==> src/rtl/core_fetch_ctrl_pkg.sv <==
// Shared definitions for the instruction-fetch sequencer.
// Contents:
//   DEFAULT_BOOT_ADDR  first fetch address after reset (word aligned)
//   NOP_INSTR          value presented on the slot instruction when it is empty
//   *_ENC              state encodings used by fetch_state_e
//   align_target()     forces a redirect target onto a word boundary
package core_fetch_ctrl_pkg;

    localparam logic [31:0] DEFAULT_BOOT_ADDR = 32'h0000_0000;
    localparam logic [31:0] NOP_INSTR         = 32'h0000_0013;

    localparam logic [1:0] S_IDLE_ENC = 2'd0;
    localparam logic [1:0] S_REQ_ENC  = 2'd1;
    localparam logic [1:0] S_WAIT_ENC = 2'd2;

    typedef enum logic [1:0] {
        S_IDLE = S_IDLE_ENC,
        S_REQ  = S_REQ_ENC,
        S_WAIT = S_WAIT_ENC
    } fetch_state_e;

    // Bits [1:0] of a redirect target are dropped; bit 1 is reported
    // separately as a misalignment, bit 0 is ignored.
    function automatic logic [31:0] align_target(input logic [31:0] target);
        return {target[31:2], 2'b00};
    endfunction

endpackage

==> src/rtl/core_fetch_ctrl_if.sv <==
// Instruction-bus port bundle between the fetch sequencer and the memory side.
// Signals:
//   o_ibus_req     fetch request (driven by the fetch side)
//   o_ibus_addr    word-aligned fetch address
//   i_ibus_gnt     request accepted this cycle
//   i_ibus_rvalid  response valid, at least one cycle after the grant
//   i_ibus_rdata   instruction word
//
// Handshake: a request transfers on a cycle where o_ibus_req && i_ibus_gnt
// (req acts as valid, gnt as ready); gnt without req carries no meaning.
// Exactly one response (i_ibus_rvalid for one cycle) follows each transfer,
// and at most one transfer is outstanding at any time.
interface core_fetch_ctrl_if;

    logic        o_ibus_req;
    logic [31:0] o_ibus_addr;
    logic        i_ibus_gnt;
    logic        i_ibus_rvalid;
    logic [31:0] i_ibus_rdata;

    modport master (
        output o_ibus_req,
        output o_ibus_addr,
        input  i_ibus_gnt,
        input  i_ibus_rvalid,
        input  i_ibus_rdata
    );

    modport slave (
        input  o_ibus_req,
        input  o_ibus_addr,
        output i_ibus_gnt,
        output i_ibus_rvalid,
        output i_ibus_rdata
    );

endinterface

==> src/rtl/core_fetch_slot.sv <==
// Single-entry holding register for the fetched instruction handed to decode.
// Ports:
//   clk, rst            clock, asynchronous active-high reset
//   load/load_pc/load_instr  fill the slot with a new instruction
//   consume             decode took the instruction this cycle
//   clear               redirect: drop whatever the slot holds
//   valid, pc, instr    slot contents (instr reads NOP_INSTR when empty)
// Priority is clear > load > consume, so a load in the same cycle as a
// consume refills the slot without a bubble.
module core_fetch_slot
    import core_fetch_ctrl_pkg::*;
#(
    parameter logic [31:0] RESET_PC = DEFAULT_BOOT_ADDR
) (
    input  logic        clk,
    input  logic        rst,
    input  logic        load,
    input  logic [31:0] load_pc,
    input  logic [31:0] load_instr,
    input  logic        consume,
    input  logic        clear,
    output logic        valid,
    output logic [31:0] pc,
    output logic [31:0] instr
);

    always_ff @(posedge clk or posedge rst) begin
        if (rst) begin
            valid <= 1'b0;
            pc    <= RESET_PC;
            instr <= NOP_INSTR;
        end else if (clear) begin
            valid <= 1'b0;
            instr <= NOP_INSTR;
        end else if (load) begin
            valid <= 1'b1;
            pc    <= load_pc;
            instr <= load_instr;
        end else if (consume) begin
            // PC is kept; only the instruction reverts to a NOP
            valid <= 1'b0;
            instr <= NOP_INSTR;
        end
    end

endmodule

==> src/rtl/core_fetch_ctrl.sv <==
// Instruction-fetch sequencer: owns the fetch PC, runs the instruction-bus
// request/grant/response handshake, holds one instruction for decode and
// applies EX (branch/JALR) and ID (JAL) redirects.
// Ports:
//   clk, rst              clock, asynchronous active-high reset
//   ibus                  instruction-bus bundle (master side)
//   o_if_valid/pc/instr   instruction slot presented to decode
//   i_id_ready            decode consumes the slot when valid & ready
//   i_id_jal(_target)     decode-stage JAL redirect
//   i_ex_redirect/target  execute-stage redirect (wins over JAL)
//   o_flush_ex            one-cycle pulse after an EX redirect
//   o_misalign            one-cycle pulse when an accepted target had bit 1 set
//   o_dbg_state           current FSM state
module core_fetch_ctrl
    import core_fetch_ctrl_pkg::*;
#(
    parameter logic [31:0] BOOT_ADDR = DEFAULT_BOOT_ADDR
) (
    input  logic                clk,
    input  logic                rst,
    core_fetch_ctrl_if.master   ibus,
    output logic                o_if_valid,
    output logic [31:0]         o_if_pc,
    output logic [31:0]         o_if_instr,
    input  logic                i_id_ready,
    input  logic                i_id_jal,
    input  logic [31:0]         i_id_jal_target,
    input  logic                i_ex_redirect,
    input  logic [31:0]         i_ex_target,
    output logic                o_flush_ex,
    output logic                o_misalign,
    output fetch_state_e        o_dbg_state
);

    fetch_state_e state_q, state_d;
    logic [31:0]  pc_q, pc_d;
    logic         discard_q, discard_d;

    logic         redirect;
    logic [31:0]  raw_target;
    logic         consume;
    logic         req;
    logic         gnt_acc;
    logic         rsp;
    logic         load;

    // A JAL that coincides with an EX redirect is on the wrong path.
    assign redirect   = i_ex_redirect | i_id_jal;
    assign raw_target = i_ex_redirect ? i_ex_target : i_id_jal_target;

    // Decode's ready is ignored on a redirect cycle: the slot is being cleared.
    assign consume = o_if_valid & i_id_ready & ~redirect;
    assign req     = (state_q == S_REQ) & (~o_if_valid | consume);
    assign gnt_acc = req & ibus.i_ibus_gnt;
    assign rsp     = (state_q == S_WAIT) & ibus.i_ibus_rvalid;
    assign load    = rsp & ~discard_q & ~redirect;

    assign ibus.o_ibus_req  = req;
    assign ibus.o_ibus_addr = pc_q;
    assign o_dbg_state      = state_q;

    always_comb begin
        state_d   = state_q;
        pc_d      = pc_q;
        discard_d = discard_q;
        case (state_q)
            S_IDLE: state_d = S_REQ;
            S_REQ: begin
                if (gnt_acc) begin
                    state_d = S_WAIT;
                    // The granted fetch is already stale
                    if (redirect) discard_d = 1'b1;
                end
            end
            S_WAIT: begin
                if (ibus.i_ibus_rvalid) begin
                    // A response arriving together with a redirect is simply
                    // dropped; nothing remains outstanding, so no discard.
                    state_d   = S_REQ;
                    discard_d = 1'b0;
                end else if (redirect) begin
                    discard_d = 1'b1;
                end
            end
            default: state_d = S_IDLE;
        endcase

        if (redirect) begin
            pc_d = align_target(raw_target);
        end else if (load) begin
            pc_d = pc_q + 32'd4;
        end
    end

    always_ff @(posedge clk or posedge rst) begin
        if (rst) begin
            state_q    <= S_IDLE;
            pc_q       <= BOOT_ADDR;
            discard_q  <= 1'b0;
            o_flush_ex <= 1'b0;
            o_misalign <= 1'b0;
        end else begin
            state_q    <= state_d;
            pc_q       <= pc_d;
            discard_q  <= discard_d;
            o_flush_ex <= i_ex_redirect;
            o_misalign <= redirect & raw_target[1];
        end
    end

    core_fetch_slot #(
        .RESET_PC (BOOT_ADDR)
    ) u_slot (
        .clk        (clk),
        .rst        (rst),
        .load       (load),
        .load_pc    (pc_q),
        .load_instr (ibus.i_ibus_rdata),
        .consume    (consume),
        .clear      (redirect),
        .valid      (o_if_valid),
        .pc         (o_if_pc),
        .instr      (o_if_instr)
    );

endmodule

==> src/flat_wrapper.sv <==
// flat-port wrapper written by rule: the top's interface ports become plain ports
module core_fetch_ctrl_flat import core_fetch_ctrl_pkg::*;
#(
    parameter logic [31:0] BOOT_ADDR = DEFAULT_BOOT_ADDR
)
  (clk, rst, o_if_valid, o_if_pc, o_if_instr, i_id_ready, i_id_jal, i_id_jal_target, i_ex_redirect, i_ex_target, o_flush_ex, o_misalign, o_dbg_state, ibus_o_ibus_req, ibus_o_ibus_addr, ibus_i_ibus_gnt, ibus_i_ibus_rvalid, ibus_i_ibus_rdata);
  core_fetch_ctrl_if ibus_i ();
  input  logic clk;
  input  logic rst;
  output logic o_if_valid;
  output logic [31:0] o_if_pc;
  output logic [31:0] o_if_instr;
  input  logic i_id_ready;
  input  logic i_id_jal;
  input  logic [31:0] i_id_jal_target;
  input  logic i_ex_redirect;
  input  logic [31:0] i_ex_target;
  output logic o_flush_ex;
  output logic o_misalign;
  output fetch_state_e o_dbg_state;
  output wire logic [$bits(ibus_i.o_ibus_req)-1:0] ibus_o_ibus_req;
  output wire logic [$bits(ibus_i.o_ibus_addr)-1:0] ibus_o_ibus_addr;
  input wire logic [$bits(ibus_i.i_ibus_gnt)-1:0] ibus_i_ibus_gnt;
  input wire logic [$bits(ibus_i.i_ibus_rvalid)-1:0] ibus_i_ibus_rvalid;
  input wire logic [$bits(ibus_i.i_ibus_rdata)-1:0] ibus_i_ibus_rdata;
  assign ibus_o_ibus_req = ibus_i.o_ibus_req;
  assign ibus_o_ibus_addr = ibus_i.o_ibus_addr;
  assign ibus_i.i_ibus_gnt = ibus_i_ibus_gnt;
  assign ibus_i.i_ibus_rvalid = ibus_i_ibus_rvalid;
  assign ibus_i.i_ibus_rdata = ibus_i_ibus_rdata;
  core_fetch_ctrl #(.BOOT_ADDR(BOOT_ADDR)) u_core (.clk(clk), .rst(rst), .ibus(ibus_i), .o_if_valid(o_if_valid), .o_if_pc(o_if_pc), .o_if_instr(o_if_instr), .i_id_ready(i_id_ready), .i_id_jal(i_id_jal), .i_id_jal_target(i_id_jal_target), .i_ex_redirect(i_ex_redirect), .i_ex_target(i_ex_target), .o_flush_ex(o_flush_ex), .o_misalign(o_misalign), .o_dbg_state(o_dbg_state));
endmodule
==> config.mk <==
export PLATFORM = sky130hd
export DESIGN_NAME = core_fetch_ctrl_flat
export DESIGN_NICKNAME = d
export VERILOG_FILES = /design/src/rtl/core_fetch_ctrl_pkg.sv /design/src/rtl/core_fetch_ctrl_if.sv /design/src/rtl/core_fetch_slot.sv /design/src/rtl/core_fetch_ctrl.sv /design/src/flat_wrapper.sv
export SDC_FILE = /design/constraint.sdc
export NUM_CORES = 1
export LEC_CHECK = 0
export BUFFER_PORTS_ARGS = -buffer_cell sky130_fd_sc_hd__buf_2
export CAP_MARGIN = 10
export CORE_ASPECT_RATIO = 1.5
export CORE_UTILIZATION = 50
export DETAILED_ROUTE_END_ITERATION = 10
export PLACE_DENSITY = 0.82
export SYNTH_ARGS = -nofsm -noshare
export SYNTH_HDL_FRONTEND = slang
export SYNTH_HIERARCHICAL = 1
export SYNTH_SLANG_ARGS = --single-unit
==> constraint.sdc <==
create_clock -name clk -period 5.9 [get_ports clk]
set_clock_uncertainty 0.1 [all_clocks]
set_input_delay 0.885 -clock clk [delete_from_list [all_inputs] [get_ports clk]]
set_output_delay 0.885 -clock clk [all_outputs]
set_load 0.005 [all_outputs]
==> results.yml, run 1 <==
power_and_ir_drop:
  seqPwrFrac_pct: 50.4
  power.net_switching_uw: 436
  peakVddDrop_mv: 0.148
  leakagePower_nw: 3.07
  clockPowerShare_pct: 33.5
  combPwrFrac_pct: 16.1
  p_per_area_mw_per_mm2: 247
  switching_share_pct: 27.6
  p_int_mw: 1.14
synth:
  synth_top_family_by_area: "simple AND/OR/NAND/NOR gates"
  synth_edf_count: 0
  synth_fa_ha_area_share_pct: 0.244
  synthTopCellsByArea: "dfrtp_1 47%, mux2_4 7.9%, o32ai_1 4.4%"
  synth_cells: 496
  synthFlopType: "dfrtp_1"
  synth-simple-area-share_pct: 16.0
  yosysWarnings: 6
  synth-xor-area-share_pct: 3.75
  yosys.cell_types.count: 54
  synthArstFlopShare_pct: 100
  synth_compound_area_share_pct: 13.8
  syn_avg_cell_area_um2: 10.4
  synth_top_area_share_pct: 47.3
  synth-seq-cells: 100
  synth_top_area_cell: "dfrtp_1"
  synth_area_mm2: 0.00513
  synthMuxAreaShare_pct: 10.4
  yosysSeqAreaShare_pct: 48.8
floorplanning:
  start_util_pct: 52.1
  std_cell_rows: 44
  die_h_um: 126
  io_pins: 205
  dieWidth_um: 84.7
  design.die.area_mm2: 0.0107
  fp.coreArea_mm2: 0.00985
route:
  drt_first_pass_iters: 9
  drcViolationCount: 0
  totalWireLength_um: 13900
  num_vias: 4579
  avgRoutedWirePerCell_um: 17.4
  drt-initial-drc-count: 322
  via_per_inst: 5.73
  ant_nets: 0
setup_path:
  crit_path_start_kind: "primary input"
  r2r-start: "u_core/o_dbg_state[0]$_DFFE_PP0P_"
  reg2regPathDepth: 7
  critical_path_required_ns: 6.02
  cp-end-kind: "flop"
  arrival_ns: 3.65
  cp_max_fo: 40
  timing.rr.end: "u_core/u_slot/pc[27]$_DFFE_PP0P_"
  crit_type: "primary input to flop"
  r2r_setup_slack_ns: 2.53
layout:
  drive_above_1_share_pct: 39.0
  multiInputGateArea_mm2: 0.00229
  fillers: 819
  num_antenna_cells: 0
  syn_to_final_growth_pct: 24.7
  seqCellArea_mm2: 0.00251
  nets: 784
  stdcell_count: 799
  fin_util_pct: 65.0
timing:
  fin_tns_setup_ns: 0
  fmax_mhz: 283
  worst_pin_slew_ns: 0.834
  period_needed_ns: 3.53
  hold_viol_final: 0
  report.final.slew_viol_count: 0
  period_share_pct: 59.8
  setup_viol: 0
  slew_headroom_pct: 44.4
  rsz0062_at_grt: "no"
hold_path:
  min-delay-start: "u_core/u_slot/pc[28]$_DFFE_PP0P_"
  whs_endpoint: "u_core/u_slot/pc[28]$_DFFE_PP0P_"
  hp-class: "flop to flop"
  hold-path-cell-count: 1
clocking:
  numCtsBuffers: 9
  cts_buffer_depth: 2
  numClockSinks: 100
  worstSkewPairLatency_ns: 0.34
  postCtsHoldBufs: 0
  cts-root-buf: "clkbuf_16"
  cts_resized: 0
  clkTransAtPathRegs_ns: 0.06
  cts_setup_buffers: 0
  h-tree-depth: 3
  cts_tree: "yes"
place:
  place_inst: 784
  io_buffers: 200
  hpwl_um: 9920
  globalplace.congestion: 0.899
global_route:
  grt_pass1_vias: 4467
  grt_max_degree: 66
  groute.usage.overall_pct: 26.2
  grt_first_pass_wirelength_um: 21900
  antenna_found_initial: 0
  gr-total-overflow: 0
run_status:
  status: "finished, final reports clean"
job:
  maxCapViolCount: 0
cells by family (layout without fill, tap and decap cells):
logic type,count (synthesis),count (layout)
compound gates,101,101
xor+xnor,22,22
mux,39,39
buf+inv,76,261
simple gates,156,156
flops,100,100
fa+ha+maj,1,1
other cells,1,4
flip-flops by register name, indices dropped and copies added (netlist names):
| name | count |
|---|---|
| u_core/u_slot/instr | 32 |
| u_core/u_slot/pc | 32 |
| u_core/ibus.o_ibus_addr | 30 |
| u_core/o_dbg_state | 2 |
| u_core/discard_q | 1 |
| u_core/o_flush_ex | 1 |
| u_core/o_misalign | 1 |
| u_core/u_slot/valid | 1 |
power by group through the flow:
stage	Combinational, mW	Sequential, mW	Clock, mW
floorplan	0.141	0.797	0
global placement	0.246	0.804	0
detailed placement	0.254	0.807	0
CTS	0.255	0.796	0.539
global route	0.280	0.804	0.565
finish	0.255	0.796	0.529
Yosys cell counts, types with 4 or more instances:
cell and instances:
a211oi_1 10, a21oi_1 25, a22oi_1 4, and3_1 5, buf_2 10, buf_4 6
buf_6 5, clkbuf_1 14, dfrtp_1 97, inv_1 37, mux2_2 5, mux2_4 27
mux2i_1 7, nand2_1 59, nand2b_1 4, nand3_1 15, nand4_1 17, nor2_1 17
nor2b_1 9, nor3_1 4, nor4_1 6, o21ai_0 13, o22ai_1 6, o32ai_1 26
xnor2_1 16, xor2_1 6
metrics by stage:
| step | hold WS [ns] | cell area [µm²] | power (mW) | setup WS [ns] |
|---|---|---|---|---|
| 2_1_floorplan | 0.399 | 5150 | 0.938 | 3.00 |
| 3_3_place_gp | 0.388 | 6140 | 1.05 | 2.09 |
| 3_5_place_dp | 0.391 | 6140 | 1.06 | 2.04 |
| 4_1_cts | 0.406 | 6400 | 1.59 | 2.40 |
| 5_1_grt | 0.420 | 6400 | 1.65 | 2.26 |
| 6_report | 0.402 | 6400 | 1.58 | 2.37 |
worst max-delay path, cell delays in order:
cell,delay (ns)
buf_2,0.12
and4bb_2,0.50
nand2_1,0.20
inv_1,0.09
buf_4,0.35
nor2b_4,0.66
buf_4,0.45
mux2_2,0.37
worst max path at each step:
stage / startpoint / end / depth (start not counted)
after global routing: ibus_i_ibus_rvalid / u_core/u_slot/pc[27]$_DFFE_PP0P_ / 8
after CTS: ibus_i_ibus_rvalid / u_core/u_slot/pc[27]$_DFFE_PP0P_ / 8
after floorplan: i_id_jal / ibus_o_ibus_req / 5
after global placement: ibus_i_ibus_rvalid / u_core/u_slot/pc[27]$_DFFE_PP0P_ / 8
after detailed placement: ibus_i_ibus_rvalid / u_core/u_slot/pc[27]$_DFFE_PP0P_ / 8
final: ibus_i_ibus_rvalid / u_core/u_slot/pc[27]$_DFFE_PP0P_ / 8
metal layers:
metal  vias to the layer above  part of all wire (%)  global-route usage (%)
met1                      2209                    39                    29.7
met3                        21                   6.4                    6.09
met4                         0                   1.8                    9.37
li1                       2141                     -                       -
met2                       208                    53                    47.7
met5                         -                     0                       0
cell type report:
class	count	area share [%]
clock inverters	4	0.430
repair buffers	208	16.6
multi-input cells	323	35.8
clock buffers	11	3.63
flip-flops and latches	100	39.1
well taps	115	2.25
inverters	38	2.23
placed cells by master, fill, tap and decap left out, types with 10 or more instances in the layout:
cell	count
a21oi_1	25
nor2_1	16
xnor2_1	16
mux2_4	27
dfrtp_1	97
a211oi_1	10
buf_2	200
o32ai_1	26
nand2_1	59
inv_1	36
nand3_1	15
nand4_1	17
o21ai_0	13
Power figures use the tool's default switching activity.
==> inputs of run 2 (changes only) <==
- CORE_UTILIZATION: 50 -> 44
- PLACE_DENSITY: 0.82 -> 0.77
- clock period: 5.9 -> 3.2 ns (I/O delays scaled with it)
==> run 2 against run 1 <==
Sequential power increased by 85%. Critical path type is now flop to flop. Routed wire length increased by 3.1%. Combinational power increased by 87%.
==> results.yml, run 2 (same netlist as run 1, synthesis figures left out) <==
hold_path:
  whs_endpoint: "u_core/o_dbg_state[0]$_DFFE_PP0P_"
  hp-class: "primary input to flop"
  min-delay-start: "ibus_i_ibus_gnt"
  hold-path-cell-count: 2
global_route:
  met2_usage_pct: 42.1
  top_usage_layer: "met2"
  antenna_found_initial: 1
  grt_first_pass_wirelength_um: 23200
  grt_pass1_vias: 4532
  grt_max_degree: 50
  grt_util_met3_pct: 4.65
  gr-total-overflow: 0
  use_met1_pct: 28.3
  groute.usage.overall_pct: 24.2
run_status:
  status: "finished, final reports clean"
timing:
  setup_viol: 0
  worst_pin_slew_ns: 0.698
  holdWs_ns: 0.238
  fin_tns_setup_ns: 0
  rsz0062_at_grt: "no"
  period_needed_ns: 2.67
  hold_viol_final: 0
  slew_headroom_pct: 53.5
  fmax_mhz: 374
  report.final.slew_viol_count: 0
  period_share_pct: 83.5
route:
  totalWireLength_um: 14300
  drcViolationCount: 0
  drt_first_pass_iters: 4
  via_per_inst: 5.46
  num_vias: 4596
  drt-initial-drc-count: 207
  ant_nets: 0
  avgRoutedWirePerCell_um: 17.0
place:
  globalplace.congestion: 0.849
  hpwl_um: 10700
  io_buffers: 200
floorplanning:
  std_cell_rows: 48
  start_util_pct: 45.0
  die_h_um: 134
  design.die.area_mm2: 0.0121
  io_pins: 205
  fp.coreArea_mm2: 0.0114
  dieWidth_um: 90.2
setup_path:
  r2r-start: "u_core/o_dbg_state[0]$_DFFE_PP0P_"
  critPathMaxStageDelay_ns: 0.62
  crit_type: "flop to flop"
  cp-end-kind: "flop"
  cp_max_fo: 39
  crit_path_start_kind: "flop"
  critical_path_required_ns: 3.30
  crit_family: "simple AND/OR/NAND/NOR gates"
  cp.depth: 6
  timing.rr.end: "u_core/u_slot/instr[8]$_DFFE_PP0P_"
  reg2regPathDepth: 6
  crit_buf_inv: 2
  crit_start: "u_core/o_dbg_state[0]$_DFFE_PP0P_"
  arrival_ns: 2.77
  cp_slowest_cell: "or2_1"
  r2r_setup_slack_ns: 0.53
  path_cells: "and4bb_2 -> nand2_1 -> inv_1 -> buf_4 -> or2_1 -> o32ai_1"
clocking:
  numCtsBuffers: 9
  h-tree-depth: 3
  clkTransAtPathRegs_ns: 0.07
  cts_buffer_depth: 2
  cts-root-buf: "clkbuf_16"
  worstSkewPairLatency_ns: 0.34
  numClockSinks: 100
  cts_resized: 0
  cts_tree: "yes"
power_and_ir_drop:
  peakVddDrop_mv: 0.390
  p_total_mw: 3.05
  p_per_area_mw_per_mm2: 467
  leakagePower_nw: 3.11
job:
  maxCapViolCount: 0
layout:
  mostFrequentLayoutCells: "200 x buf_2, 97 x dfrtp_1, 59 x nand2_1"
  final_common_cell: "buf_2"
  drive_above_1_share_pct: 39.6
  fillers: 1042
  syn_to_final_growth_pct: 27.2
  nets: 789
-- run 2: cell count changes in the layout (fill, tap and decap cells not counted) --
| cell | delta |
|---|---|
| buf_4 | +4 |
| bufinv_16 | +1 |
| clkbuf_1 | -1 |
| clkbuf_8 | +1 |
| clkinv_2 | -1 |
| clkinv_4 | +1 |
| diode_2 | +1 |
| dlygate4sd3_1 | +1 |
-- run 2: report_power, final --
group / switching [mW] / internal [mW] / total (mW)
Combinational: 0.239 / 0.238 / 0.477
Clock: 0.476 / 0.629 / 1.11
Sequential: 0.116 / 1.35 / 1.47
-- run 2: per-stage QoR --
| step | worst slack [ns] | cells | cell area [µm²] | utilization [%] |
|---|---|---|---|---|
| 3_3_place_gp | 0.526 | 823 | 6220 | 54.5 |
| 6_report | 0.528 | 841 | 6530 | 57.3 |
| 2_1_floorplan | 0.999 | 499 | 5150 | - |
| 3_5_place_dp | 0.420 | 823 | 6220 | 54.5 |
| 5_1_grt | 0.348 | 841 | 6530 | 57.3 |
| 4_1_cts | 0.551 | 840 | 6530 | 57.2 |
-- run 2: what timing repair did --
action,CTS,global route
hold endpoints to repair,8,0
setup buffers,0,0
hold buffers,1,0
-- run 2: worst max-delay path by stage --
stage	end	slack [ns]
after floorplan	u_core/u_slot/instr[10]$_DFFE_PP0P_	1.0
after global placement	u_core/u_slot/instr[12]$_DFFE_PP0P_	0.53
after detailed placement	u_core/u_slot/instr[8]$_DFFE_PP0P_	0.42
after CTS	u_core/u_slot/instr[8]$_DFFE_PP0P_	0.55
after global routing	u_core/u_slot/instr[9]$_DFFE_PP0P_	0.35
final	u_core/u_slot/instr[8]$_DFFE_PP0P_	0.53
-- run 2: layout make-up --
type	count	area (µm²)	area share, %
diodes	1	2.50	0.0383
clock buffers	11	243	3.72
clock inverters	5	61.3	0.938
inverters	38	143	2.18
multi-input cells	323	2290	35.0
flip-flops and latches	100	2510	38.4
well taps	150	188	2.87
repair buffers	213	1100	16.9
-- run 2: worst reg2reg max path: cells and delay by family, from the launching register on --
family          cells  cell delay (ns)
compound gates      1             0.17
buf+inv             2             0.46
flops               1             0.42
simple gates        3             1.38
-- run 2: metal layers --
metal / share of wire [%] / vias to the layer above / wire (µm)
met4: 3.4 / 0 / 482
met5: 0 / - / 0
met1: 39 / 2240 / 5590
met3: 6.2 / 27 / 887
met2: 51 / 181 / 7330
li1: - / 2148 / -
